$ cat src/rtl/adder_rr_scheduler.sv
// Round-robin front end that shares one registered adder between N requesters,
// issuing one operation at a time and timing out if the adder never answers.
module adder_rr_scheduler #(
  parameter int W       = 12,
  parameter int N       = 4,
  parameter int TIMEOUT = 4
) (
  input  logic           clk,
  input  logic           rst_n,
  input  logic [N-1:0]   req_valid,
  input  logic [N*W-1:0] req_a,
  input  logic [N*W-1:0] req_b,
  output logic [N-1:0]   req_ready,
  output logic [N-1:0]   rsp_valid,
  output logic [W-1:0]   rsp_y,
  output logic           rsp_err,
  output logic           busy,
  output logic           adder_start,
  output logic [W-1:0]   adder_a,
  output logic [W-1:0]   adder_b,
  input  logic [W-1:0]   adder_y,
  input  logic           adder_valid,
  output logic [1:0]     dbg_state
);

  localparam int IW = (N > 1) ? $clog2(N) : 1;
  localparam int CW = (TIMEOUT > 1) ? $clog2(TIMEOUT) : 1;

  // Handshake: requester i transfers when req_valid[i] & req_ready[i] at a
  // rising edge; rsp_valid[i] is a single-cycle strobe with no back-pressure.
  typedef enum logic [1:0] {
    S_IDLE  = 2'd0,
    S_ISSUE = 2'd1,
    S_WAIT  = 2'd2,
    S_RESP  = 2'd3
  } state_t;

  state_t        state_q, state_d;
  logic [IW-1:0] rr_ptr_q, rr_ptr_d;
  logic [IW-1:0] grant_idx_q, grant_idx_d;
  logic [W-1:0]  adder_a_q, adder_a_d;
  logic [W-1:0]  adder_b_q, adder_b_d;
  logic [W-1:0]  rsp_y_q, rsp_y_d;
  logic          rsp_err_q, rsp_err_d;
  logic [CW-1:0] cnt_q, cnt_d;

  logic          pick_found;
  logic [IW-1:0] pick_idx;
  logic [IW:0]   cand;
  logic [IW:0]   next_ptr;

  // First valid requester at or after rr_ptr, wrapping modulo N.
  always_comb begin
    pick_found = 1'b0;
    pick_idx   = '0;
    cand       = '0;
    for (int k = 0; k < N; k++) begin
      cand = {1'b0, rr_ptr_q} + (IW+1)'(k);
      if (cand >= (IW+1)'(N)) cand = cand - (IW+1)'(N);
      if (!pick_found && req_valid[cand[IW-1:0]]) begin
        pick_found = 1'b1;
        pick_idx   = cand[IW-1:0];
      end
    end
  end

  always_comb begin
    next_ptr = {1'b0, grant_idx_q} + (IW+1)'(1);
    if (next_ptr >= (IW+1)'(N)) next_ptr = '0;
  end

  always_comb begin
    state_d     = state_q;
    rr_ptr_d    = rr_ptr_q;
    grant_idx_d = grant_idx_q;
    adder_a_d   = adder_a_q;
    adder_b_d   = adder_b_q;
    rsp_y_d     = rsp_y_q;
    rsp_err_d   = rsp_err_q;
    cnt_d       = cnt_q;
    req_ready   = '0;
    rsp_valid   = '0;
    adder_start = 1'b0;
    case (state_q)
      S_IDLE: begin
        // Gated by rst_n so a held request cannot show a grant during reset.
        if (pick_found && rst_n) begin
          req_ready[pick_idx] = 1'b1;
          grant_idx_d         = pick_idx;
          adder_a_d           = req_a[pick_idx*W +: W];
          adder_b_d           = req_b[pick_idx*W +: W];
          state_d             = S_ISSUE;
        end
      end
      S_ISSUE: begin
        adder_start = 1'b1;
        cnt_d       = '0;
        state_d     = S_WAIT;
      end
      S_WAIT: begin
        // A result arriving on the timeout cycle still counts as success.
        if (adder_valid) begin
          rsp_y_d   = adder_y;
          rsp_err_d = 1'b0;
          state_d   = S_RESP;
        end else if (cnt_q == CW'(TIMEOUT - 1)) begin
          rsp_y_d   = '0;
          rsp_err_d = 1'b1;
          state_d   = S_RESP;
        end else begin
          cnt_d = cnt_q + CW'(1);
        end
      end
      S_RESP: begin
        rsp_valid[grant_idx_q] = 1'b1;
        rr_ptr_d               = next_ptr[IW-1:0];
        state_d                = S_IDLE;
      end
      default: state_d = S_IDLE;
    endcase
  end

  always_ff @(posedge clk or negedge rst_n) begin
    if (!rst_n) begin
      state_q     <= S_IDLE;
      rr_ptr_q    <= '0;
      grant_idx_q <= '0;
      adder_a_q   <= '0;
      adder_b_q   <= '0;
      rsp_y_q     <= '0;
      rsp_err_q   <= 1'b0;
      cnt_q       <= '0;
    end else begin
      state_q     <= state_d;
      rr_ptr_q    <= rr_ptr_d;
      grant_idx_q <= grant_idx_d;
      adder_a_q   <= adder_a_d;
      adder_b_q   <= adder_b_d;
      rsp_y_q     <= rsp_y_d;
      rsp_err_q   <= rsp_err_d;
      cnt_q       <= cnt_d;
    end
  end

  assign adder_a   = adder_a_q;
  assign adder_b   = adder_b_q;
  assign rsp_y     = rsp_y_q;
  assign rsp_err   = rsp_err_q;
  assign busy      = (state_q != S_IDLE);
  assign dbg_state = state_q;

endmodule

$ cat config.mk
export PLATFORM = sky130hd
export DESIGN_NAME = adder_rr_scheduler
export DESIGN_NICKNAME = d
export VERILOG_FILES = /design/src/rtl/adder_rr_scheduler.sv
export SDC_FILE = /design/constraint.sdc
export NUM_CORES = 1
export LEC_CHECK = 0
export CAP_MARGIN = 0
export CELL_PAD_IN_SITES_DETAIL_PLACEMENT = 0
export CELL_PAD_IN_SITES_GLOBAL_PLACEMENT = 1
export CORE_MARGIN = 10
export CORE_UTILIZATION = 29
export CTS_BUF_LIST = sky130_fd_sc_hd__clkbuf_8 sky130_fd_sc_hd__clkbuf_16
export CTS_CLUSTER_DIAMETER = 50
export DETAILED_ROUTE_END_ITERATION = 10
export PLACE_DENSITY = 0.86
export SLEW_MARGIN = 20
export SYNTH_ARGS = -nofsm -noshare
export SYNTH_HDL_FRONTEND = slang
export SYNTH_SLANG_ARGS = --single-unit
$ cat constraint.sdc
create_clock -name clk -period 4.8 [get_ports clk]
set_clock_uncertainty 0.15 [all_clocks]
set_input_delay 0.96 -clock clk [delete_from_list [all_inputs] [get_ports clk]]
set_output_delay 0.96 -clock clk [all_outputs]
set_load 0.05 [all_outputs]
# Word level (Yosys, flattened, before mapping)

Index checks and enable logic that the tools add are counted.

Word-level logic and storage cells: 98
Output and inout port bits: 49
Bits of input ports: 115
Register bits: 45

Eq/ne operators: 8
Multipliers: 1
$add $sub $neg: 9
Shift-type cells: 2
Reductions and logical operators: 17
Muxes and demuxes: 40
$lt $le $gt $ge: 13

Operators by type and width:

| operator            | number |
|---|---|
| $shiftx 48x7->12    | 2 |
| $mux 2              | 14 |
| $mux 12             | 2 |
| $lt 2x3->1 const B  | 6 |
| $mux 1              | 13 |
| $ge 3x3->1 const B  | 4 |
| $mux 4              | 3 |
| $bmux 1 s2          | 4 |
| $pmux 2 s4          | 1 |
| $sub 2x1->2 const B | 4 |
| $add 2x1->3 const B | 2 |
| $add 2x2->3 const B | 2 |
| $eq 2x2->1 const B  | 3 |
| $logic_and 1x1->1   | 6 |
| $ne 2x2->1 const B  | 3 |
| $reduce_and 2->1    | 3 |
| $reduce_bool 2->1   | 3 |
| $demux 1 s2         | 2 |
| $ge 2x1->1 const B  | 2 |
| $mul 2x2->4 const B | 1 |
| $pmux 2 s2          | 1 |
| $ge 2x3->1 const B  | 1 |
| $logic_not 1->1     | 3 |
| $ne 3x3->1 const B  | 1 |
| other kinds (4)     | 4 |

# Longest topological paths before layout

Gate-level depths: netlist of run 1.

Depth after elaboration: 20
Depth in mapped cells: 7
Depth with buffers taken out: 7

# Least setup slack after synthesis of run 1

Ideal clock, no wire load.

Path type: input to output
From: input port req_valid[2]
To: output port req_ready[1]
Path buffers: 0
Stages: 5
Arrival: 2.443 ns
Required time: 3.690 ns
Path slack: 1.247 ns
Cells stage by stage: nor2b_1 > o21ai_1 > o21ai_0 > or3_1 > nor2_1

Word-level cells in the longest chain between the ends: 18
Elaborated cells between the ends (all ways): 30
Those cells by class: order compare (2); mux (20); reduce/logical (8)

Ends and longest elaborated chain:

| what                                                           | line | text |
|---|---|---|
| start: declaration                                             | 10   | `input logic [N-1:0] req_valid,` |
| $bmux 1 s2                                                     | 60   | `if (!pick_found && req_valid[cand[IW-1:0]]) begin` |
| $mux 1 (not written as such)                                   | 60   |  |
| $mux 1                                                         | 60   |  |
| $logic_not 1->1                                                | 60   |  |
| $logic_and 1x1->1                                              | 60   |  |
| $mux 1                                                         | 60   |  |
| $logic_not 1->1                                                | 60   |  |
| $logic_and 1x1->1                                              | 60   |  |
| [2 not listed]                                                 | n/a  |  |
| $logic_and 1x1->1                                              | 60   |  |
| $mux 2                                                         | 60   |  |
| $lt 2x3->1 (not written as such) or $ge 2x1->1 (tied branches) | 88   | `req_ready[pick_idx] = 1'b1;` |
| $logic_and 1x1->1 (not written as such)                        | 88   |  |
| $mux 1 (not written as such)                                   | 88   |  |
| $demux 1 s2                                                    | 88   |  |
| $mux 4 *                                                       | 87   | `if (pick_found && rst_n) begin` |
| $mux 4 *                                                       | 84   | `case (state_q)` |
| end: declaration                                               | 13   | `output logic [N-1:0] req_ready,` |

Mark *: on every way between the ends. The rest lies on a longest branch, timed or not. The select of a mux whose other input is x is not followed.

# Final worst setup path of run 1

From: input port req_valid[1]
To: output port req_ready[2]

The elaborated chain is that of the path after synthesis.

==> metrics.txt, run 1 <==
status finished clean; Seq/Total Area, Yosys a little over two fifths; Seq cells post-synth between 40 and 50; crit share post-route 90.7%; Clock power frac 11.8%; Sw Ratio approximately half; DP HPWL approximately 7.7 mm; worst vdd ir roughly 0.37 mV; RSZ-0062 raised after global routing false; clk slew on worst S/H paths ~90 ps; Setup Buffers After CTS 0; die area 0.0133 mm2; initial antenna violation count 0; async set or reset register ratio after synthesis 100%; Leak ~0.0020 uW; Hold Startpoint adder_a[3]$_DFFE_PN0P_; power density over cell area 635 mW/mm2; share of cells above drive strength 1 9.39%; CP peak stage delay roughly 720 ps; Yosys cell types 32; GRT overflow 0; ys flop type dfrtp_1; first-pass GRT wire length between 10 and 15 mm; IO buf count roughly 160; largest net degree at the start of global routing 48; hold-critical path depth 2; Most common cell on crit path clkdlybuf4s50_1; number of global-route vias before repair between 2,000 and 3,000; post-cts sizing count 0; Max Cap Viol 0; gr usage total a little over an eighth; Crit-path slowest cell clkdlybuf4s50_1; Slew HR about 52%; TritonCTS Buffers 5; fin crit period around 4400 ps; overall routed net length between 9 and 10 mm; dominant cell type by area after synthesis dfrtp_1; Core Box Area between 0.008 and 0.009 mm2; HP Class flip-flop to flip-flop; Post-CTS Hold Fix Bufs 0; Psw approximately 1400 uW; Die Wd about 120 um; fmax 230 MHz; starting density of the core between 30% and 40%; TritonRoute pass-1 iters 4; top cells by area, synth dfrtp_1, mux2i_1, o221ai_2; yosys warns 0; antenna-violating nets left 0; crit path from req_valid[1]; routed vias ~2,500; DR DRC count 0; crit path max fanout 5; CP endpoint kind output port; Post-synth EDFFs 0; Pins Over Slew Limit 0; root buffer cell clkbuf_8; WP buf/inv 2; Hold WS roughly 340 ps; post-synth net total ~360; Setup crit start kind primary input; r2r startpoint rr_ptr_q[0]$_DFFE_PN0P_; FF-to-FF path depth 6; CP Data Required Time 3690 ps; Via density 5.00; Post-Syn Instances roughly 230; Mean Syn Cell Area around 11 um2; Crit path depth 6; Int Power approximately 1500 uW; Die H 116 um; Clock Path Buffers 2; io pins around 160; CTS sink count 45; Area growth, synth to finish 71.4%; final setup vio count 0; r2r setup slk 2390 ps; ANT cells 0; H-Tree Depth 2; share of the synthesized area in the top cell type 42.6%; crit-path cells clkdlybuf4s50_1, or4_4, and3_4, o21ai_0, nor2_1, clkdlybuf4s50_1; CP top delay family buffers and inverters; Worst-Skew Late Latency about 290 ps; Cell Area, Synth 0.00265 mm2; sequential share of power between 20% and 30%; Final Wtd Congestion 0.762; Avg WL per Cell 19.1 um; critical path type primary input to output port; initial DRC count around 110; worst slew pin tran a little over 700 ps; Setup TNS 0 ps; Final Hold Vio Count 0; Cell Rows 34; Worst EP arrival 3240 ps; combinational power share about two thirds; Nets approximately 520; TritonCTS clock tree done
-- power groups by stage --
stage                     logic (uW)  clock network [uW]  registers, uW
after floorplan                  718                   0           1200
after global placement          1840                   0            672
after detailed placement        1880                   0            679
after CTS                       1890                 354            678
after global routing            1980                 365            702
final                           1860                 339            676
-- final cells by class --
| cell class | count | area [um2] |
|---|---|---|
| Clock buffer | 5 | 68.8 |
| Clock inverter | 3 | 65.1 |
| Fill cell | 794 | 4270 |
| Inverter | 5 | 18.8 |
| Multi-Input combinational cell | 167 | 1410 |
| Sequential cell | 45 | 1130 |
| Tap cell | 108 | 135 |
| Timing Repair Buffer | 169 | 1710 |
-- flip-flops by register name (all words and copies together), names as in the netlist --
register / cells
rsp_err: 1
adder_b: 12
cnt_q: 2
rsp_y: 12
rr_ptr_q: 2
grant_idx_q: 2
adder_a: 12
dbg_state: 2
-- logic make-up (layout without fill, tap and decap cells) --
family | Yosys count | in the layout | share of synthesized area, %
mux | 51 | 51 | 19.4
compound gates | 53 | 53 | 18.9
simple gates | 53 | 53 | 9.89
xor+xnor | 1 | 1 | 0.331
fa+ha+maj | 9 | 9 | 4.26
flops | 45 | 45 | 42.6
buf+inv | 19 | 182 | 4.59
-- layout by cell type (no fill, tap or decap), drive strengths merged, types with 8 or more instances in the layout --
master / instances
mux2i: 48
o21ai: 8
dfrtp: 45
a22o: 13
o221ai: 25
ha: 9
buf: 9
clkdlybuf4s50: 160
nor2: 10
nand2: 28
-- cell usage after synthesis (2+ instances only) --
master	count
a21oi_1	3
a22o_1	13
and2_1	5
buf_2	4
buf_4	2
buf_6	5
clkbuf_1	2
dfrtp_1	45
ha_1	9
inv_1	5
mux2_2	3
mux2i_1	48
nand2_1	26
nand2_4	2
nor2_1	10
nor2b_1	4
o21ai_0	6
o21ai_1	2
o221ai_1	14
o221ai_2	11
-- per-layer routing --
metal | global-route usage (%) | share of wire (%) | vias up
met2 | 24.0 | 51 | 89
met4 | 3.04 | 1.4 | 0
met3 | 5.58 | 8.8 | 10
li1 | - | - | 1187
met1 | 15.1 | 39 | 1222
met5 | 0 | 0 | -
-- final timing paths --
path | to
max | req_ready[2]
min | adder_a[3]$_DFFE_PN0P_
max reg2reg | adder_b[1]$_DFFE_PN0P_
min reg2reg | adder_a[3]$_DFFE_PN0P_
max in group asynchronous | adder_b[10]$_DFFE_PN0P_
min in group asynchronous | rsp_y[0]$_DFFE_PN0P_
-- worst register-to-register path: cells and delay by family, from the launching register on --
family	cells	cell delay, ps
AO/OA/AOI/OAI	2	740
buffers and inverters	1	400
flip-flops	1	440
multiplexers	1	290
AND/OR/NAND/NOR	2	270
-- stage by stage --
| step | setup WS, ps | utilization, % | std cells | power [uW] | cell area (um2) |
|---|---|---|---|---|---|
| 6_report | 446 | 51.5 | 502 | 2880 | 4530 |
| 5_1_grt | 350 | 51.5 | 502 | 3050 | 4530 |
| 4_1_cts | 433 | 51.5 | 502 | 2920 | 4530 |
| 3_5_place_dp | 441 | 50.0 | 494 | 2560 | 4400 |
| 3_3_place_gp | 493 | 49.7 | 493 | 2520 | 4370 |
| 2_1_floorplan | 1250 | - | 231 | 1920 | 2650 |
No activity file was read; power rests on OpenSTA's default activity.
==> run 2, diff against run 1 <==
--- a/config.mk
+++ b/config.mk
@@ -14,7 +14,7 @@
 export CTS_CLUSTER_DIAMETER = 50
 export DETAILED_ROUTE_END_ITERATION = 10
 export PLACE_DENSITY = 0.86
-export SLEW_MARGIN = 20
+export SLEW_MARGIN = 40
 export SYNTH_ARGS = -nofsm -noshare
 export SYNTH_HDL_FRONTEND = slang
 export SYNTH_SLANG_ARGS = --single-unit
==> metrics.txt, run 2 (same netlist as run 1, synthesis figures left out) <==
crit path max fanout 6 (+1); Post-CTS Hold Fix Bufs 0 (unchanged); io pins 164 (unchanged); most common cell after layout, fill and taps aside clkdlybuf4s50_1; Final Hold Vio Count 0 (unchanged); initial DRC count 108 (+2.9%); post-route setup slack 446 ps (-0.596 ps); Die Wd 116 um (unchanged); Worst EP arrival 3240 ps (about the same); fmax 230 MHz (about the same); CP endpoint kind output port; Post-Place Setup Slack 445 ps (+3.74 ps); Placed Cells 495 (+0.20%); CTS sink count 45 (unchanged); Setup Buffers After CTS 0 (unchanged); crit share post-route 90.7% (about the same); Slew HR 60.1% (+7.9 points); Avg WL per Cell 19.2 um (+0.11%); starting density of the core 30.0% (unchanged); critical path type primary input to output port; Most common cell on crit path clkdlybuf4s50_1; gr usage total 13.8% (+0.14 points); die area 0.0133 mm2 (unchanged); Hold WS 345 ps (+5.89 ps); ANT cells 0 (unchanged); hold path endpoint adder_a[0]$_DFFE_PN0P_; fin cells 503 (+0.20%); Setup TNS 0 ps (unchanged); root buffer cell clkbuf_8; Pins Over Slew Limit 0 (unchanged); TritonCTS clock tree done; Nets 518 (+0.19%); final setup vio count 0 (unchanged); routed vias 2,510 (+0.080%); H-Tree Depth 2 (unchanged); reg2reg end adder_b[1]$_DFFE_PN0P_; Cell Rows 34 (unchanged); Power Total 2880 uW (+0.10%); Via density 4.99 (-0.12%); Setup crit start kind primary input; HP Class flip-flop to flip-flop; Area growth, synth to finish 71.5% (about the same); Crit-path slowest cell clkdlybuf4s50_1; WP buf/inv 2 (unchanged); Die H 116 um (unchanged); worst vdd ir 0.420 mV (+13%); Core Box Area 0.00881 mm2 (unchanged); DP HPWL 7.78 mm (+0.77%); initial antenna violation count 0 (unchanged); worst slew pin tran 599 ps (-119 ps); GRT overflow 0 (unchanged); Worst-Skew Late Latency 290 ps (about the same); largest net degree at the start of global routing 48 (unchanged); antenna-violating nets left 0 (unchanged); commonest cells after routing, fill and taps aside clkdlybuf4s50_1, mux2i_1, dfrtp_1, nand2_1, o221ai_1; CP peak stage delay 730 ps (about the same); post-cts sizing count 0 (unchanged); RSZ-0062 raised after global routing false; overall routed net length 9.64 mm (+0.31%); power density over cell area 635 mW/mm2 (about the same); CP top delay family buffers and inverters; clk slew on worst S/H paths 80 ps (about the same); Clock Path Buffers 2 (unchanged); TritonRoute pass-1 iters 4 (unchanged); DR DRC count 0 (unchanged); TritonCTS Buffers 5 (unchanged); crit-path cells clkdlybuf4s50_1, or4_4, and3_4, o21ai_0, nor2_1, clkdlybuf4s50_1; fin crit period 4350 ps (+0.596 ps); r2r startpoint rr_ptr_q[0]$_DFFE_PN0P_; Hold Startpoint adder_a[0]$_DFFE_PN0P_; share of cells above drive strength 1 9.62% (+0.23 points); first-pass GRT wire length 14.9 mm (+1.4%); Leak 0.00201 uW (+0.10%); r2r setup slk 2620 ps (+230 ps); FF-to-FF path depth 6 (unchanged); Final Wtd Congestion 0.762 (unchanged); number of global-route vias before repair 2,760 (+0.62%); Max Cap Viol 0 (unchanged); status finished clean; CP Data Required Time 3690 ps (about the same); IO buf count 163 (unchanged); hold-critical path depth 2 (unchanged)
[run 2: cell type report]
cell class,count,area (um2)
clock buffer,5,68.8
multi-input combinational,167,1410
fill,806,4270
clock inverter,3,65.1
sequential,45,1130
inverter,5,18.8
timing repair buffer,170,1710
tap,108,135
[run 2: per-stage QoR]
stage                     util [%]  area, um2
final                         51.5       4540
after CTS                     51.5       4540
after floorplan                  -       2650
after global placement        49.7       4370
after global routing          51.5       4540
after detailed placement      50.0       4400
[run 2: how the worst max path moves through the flow]
stage / startpoint / end / depth (start not counted)
2_1_floorplan: req_valid[2] / req_ready[1] / 5
3_3_place_gp: req_valid[1] / req_ready[2] / 6
3_5_place_dp: req_valid[1] / req_ready[2] / 6
4_1_cts: req_valid[1] / req_ready[0] / 6
5_1_grt: req_valid[1] / req_ready[0] / 6
6_report: req_valid[3] / req_ready[2] / 6
[run 2: power by group]
| part | internal (uW) | switching [uW] | total (uW) |
|---|---|---|---|
| Sequential | 557 | 119 | 676 |
| Combinational | 727 | 1140 | 1860 |
| Clock | 207 | 135 | 342 |
| Total | 1490 | 1390 | 2880 |
[run 2: metal layers]
metal	track usage [%]	vias up	part of all wire (%)
met4	2.53	0	0.71
li1	-	1192	-
met5	0	-	0
met1	15.6	1224	40
met2	23.9	88	51
met3	5.74	6	8.8
[run 2: worst min-delay path, delay by kind of cell, from the launching register on]
| kind | cells | cell delay, ps |
|---|---|---|
| simple gates | 1 | 50 |
| compound gates | 1 | 60 |
| flops | 1 | 340 |
==> run 3, diff against run 2 <==
--- a/config.mk
+++ b/config.mk
@@ -13,6 +13,7 @@
 export CTS_BUF_LIST = sky130_fd_sc_hd__clkbuf_8 sky130_fd_sc_hd__clkbuf_16
 export CTS_CLUSTER_DIAMETER = 50
 export DETAILED_ROUTE_END_ITERATION = 10
+export MAX_ROUTING_LAYER = met4
 export PLACE_DENSITY = 0.86
 export SLEW_MARGIN = 40
 export SYNTH_ARGS = -nofsm -noshare
==> metrics.txt, run 3 (same netlist as run 1, synthesis figures left out) <==
status finished clean; Final Wtd Congestion 0.772 (+1.3%); RSZ-0062 raised after global routing false; clk slew on worst S/H paths 80 ps (about the same); first-pass GRT wire length 14.9 mm (-0.19%); initial DRC count 115 (+6.5%); Post-CTS Hold Fix Bufs 0 (unchanged); io pins 164 (unchanged); Int Power 1490 uW (about the same); TritonRoute pass-1 iters 4 (unchanged); fin cells 503 (unchanged); CP peak stage delay 730 ps (about the same); Psw 1390 uW (about the same); Most common cell on crit path clkdlybuf4s50_1; largest net degree at the start of global routing 48 (unchanged); Worst EP arrival 3240 ps (about the same); Crit-path slowest cell clkdlybuf4s50_1; CP Data Required Time 3690 ps (about the same); Die H 116 um (unchanged); post-cts sizing count 0 (unchanged); worst slew pin tran 601 ps (+1.59 ps); overall routed net length 9.65 mm (about the same); Clock power frac 11.9% (about the same); fin crit period 4350 ps (-0.497 ps); DR DRC count 0 (unchanged); crit path max fanout 6 (unchanged); commonest cells after routing, fill and taps aside clkdlybuf4s50_1, mux2i_1, dfrtp_1, nand2_1, o221ai_1; Avg WL per Cell 19.2 um (about the same); DP HPWL 7.78 mm (unchanged); sequential share of power 23.5% (about the same); H-Tree Depth 2 (unchanged); Setup crit start kind primary input; Setup TNS 0 ps (unchanged); final core occ 51.5% (unchanged); IO buf count 163 (unchanged); routed vias 2,514 (+0.16%); CP endpoint kind output port; share of cells above drive strength 1 9.62% (unchanged); Placed Cells 495 (unchanged); Max Cap Viol 0 (unchanged); combinational power share 64.7% (about the same); Core Box Area 0.00881 mm2 (unchanged); Final Hold Vio Count 0 (unchanged); TritonCTS clock tree done; most common cell after layout, fill and taps aside clkdlybuf4s50_1; post-route cell area 0.00454 mm2 (unchanged); Clock Path Buffers 2 (unchanged); final setup vio count 0 (unchanged); Setup Buffers After CTS 0 (unchanged); GRT overflow 0 (unchanged); number of global-route vias before repair 2,772 (+0.43%); Pins Over Slew Limit 0 (unchanged); antenna-violating nets left 0 (unchanged); crit-path cells clkdlybuf4s50_1, or4_4, and3_4, o21ai_0, nor2_1, clkdlybuf4s50_1; fmax 230 MHz (about the same); CTS sink count 45 (unchanged); Die Wd 116 um (unchanged); starting density of the core 30.0% (unchanged); power density over cell area 635 mW/mm2 (about the same); Leak 0.00201 uW (unchanged); Nets 518 (unchanged); TritonCTS Buffers 5 (unchanged); Cell Rows 34 (unchanged); critical path type primary input to output port; root buffer cell clkbuf_8; Hold WS 345 ps (+0.150 ps); ANT cells 0 (unchanged); Worst-Skew Late Latency 290 ps (about the same); initial antenna violation count 0 (unchanged); Sw Ratio 48.3% (about the same); crit share post-route 90.7% (about the same); gr usage total 14.2% (+0.41 points); worst vdd ir 0.420 mV (about the same); Slew HR 60.0% (-0.11 points); Area growth, synth to finish 71.5% (unchanged); HP Class flip-flop to flip-flop; Area after DPL 0.00440 mm2 (unchanged); Via density 5.00 (+0.16%); die area 0.0133 mm2 (unchanged)
-- run 3: cell counts in the layout (fill, tap and decap cells not counted) --
No cell type changed its count.
-- run 3: cell type report --
type,instances,area (um2)
Fill cell,806,4270
Timing Repair Buffer,170,1710
Multi-Input combinational cell,167,1410
Sequential cell,45,1130
Tap cell,108,135
Clock buffer,5,68.8
Clock inverter,3,65.1
Inverter,5,18.8
-- run 3: critical path, delay by kind of cell --
kind / cells / cell delay [ps]
buffers and inverters: 2 / 1290
AOI/OAI and AO/OA: 1 / 120
and+or+nand+nor: 3 / 880
-- run 3: path summary, 6_finish.rpt --
kind / start / end / slack (ps) / cells after the start
min in group asynchronous: rst_n / rsp_y[3]$_DFFE_PN0P_ / 650 / 2
worst min-delay path: adder_a[0]$_DFFE_PN0P_ / adder_a[0]$_DFFE_PN0P_ / 350 / 2
worst min register to register: adder_a[0]$_DFFE_PN0P_ / adder_a[0]$_DFFE_PN0P_ / 350 / 2
max in group asynchronous: rst_n / adder_a[2]$_DFFE_PN0P_ / 3440 / 2
worst max-delay path: req_valid[3] / req_ready[2] / 450 / 6
worst max register to register: rr_ptr_q[0]$_DFFE_PN0P_ / adder_b[1]$_DFFE_PN0P_ / 2620 / 6
-- run 3: through the flow --
| step | setup slack, ps | total power (uW) |
|---|---|---|
| 3_3_place_gp | 493 | 2520 |
| 2_1_floorplan | 1250 | 1920 |
| 3_5_place_dp | 445 | 2560 |
| 4_1_cts | 433 | 2920 |
| 5_1_grt | 332 | 3050 |
| 6_report | 446 | 2880 |
-- run 3: layer usage --
metal | wire length (um) | GRT usage (%)
met2 | 4880 | 24.0
met4 | 67 | 2.53
met3 | 665 | 4.55
met1 | 4030 | 16.3
met5 | 0 | -
-- run 3: power by group through the flow --
stage,clock (uW),combinational [uW],sequential [uW]
4_1_cts,352,1890,677
3_3_place_gp,0,1840,672
6_report,342,1860,676
5_1_grt,369,1980,702
3_5_place_dp,0,1880,678
2_1_floorplan,0,718,1200
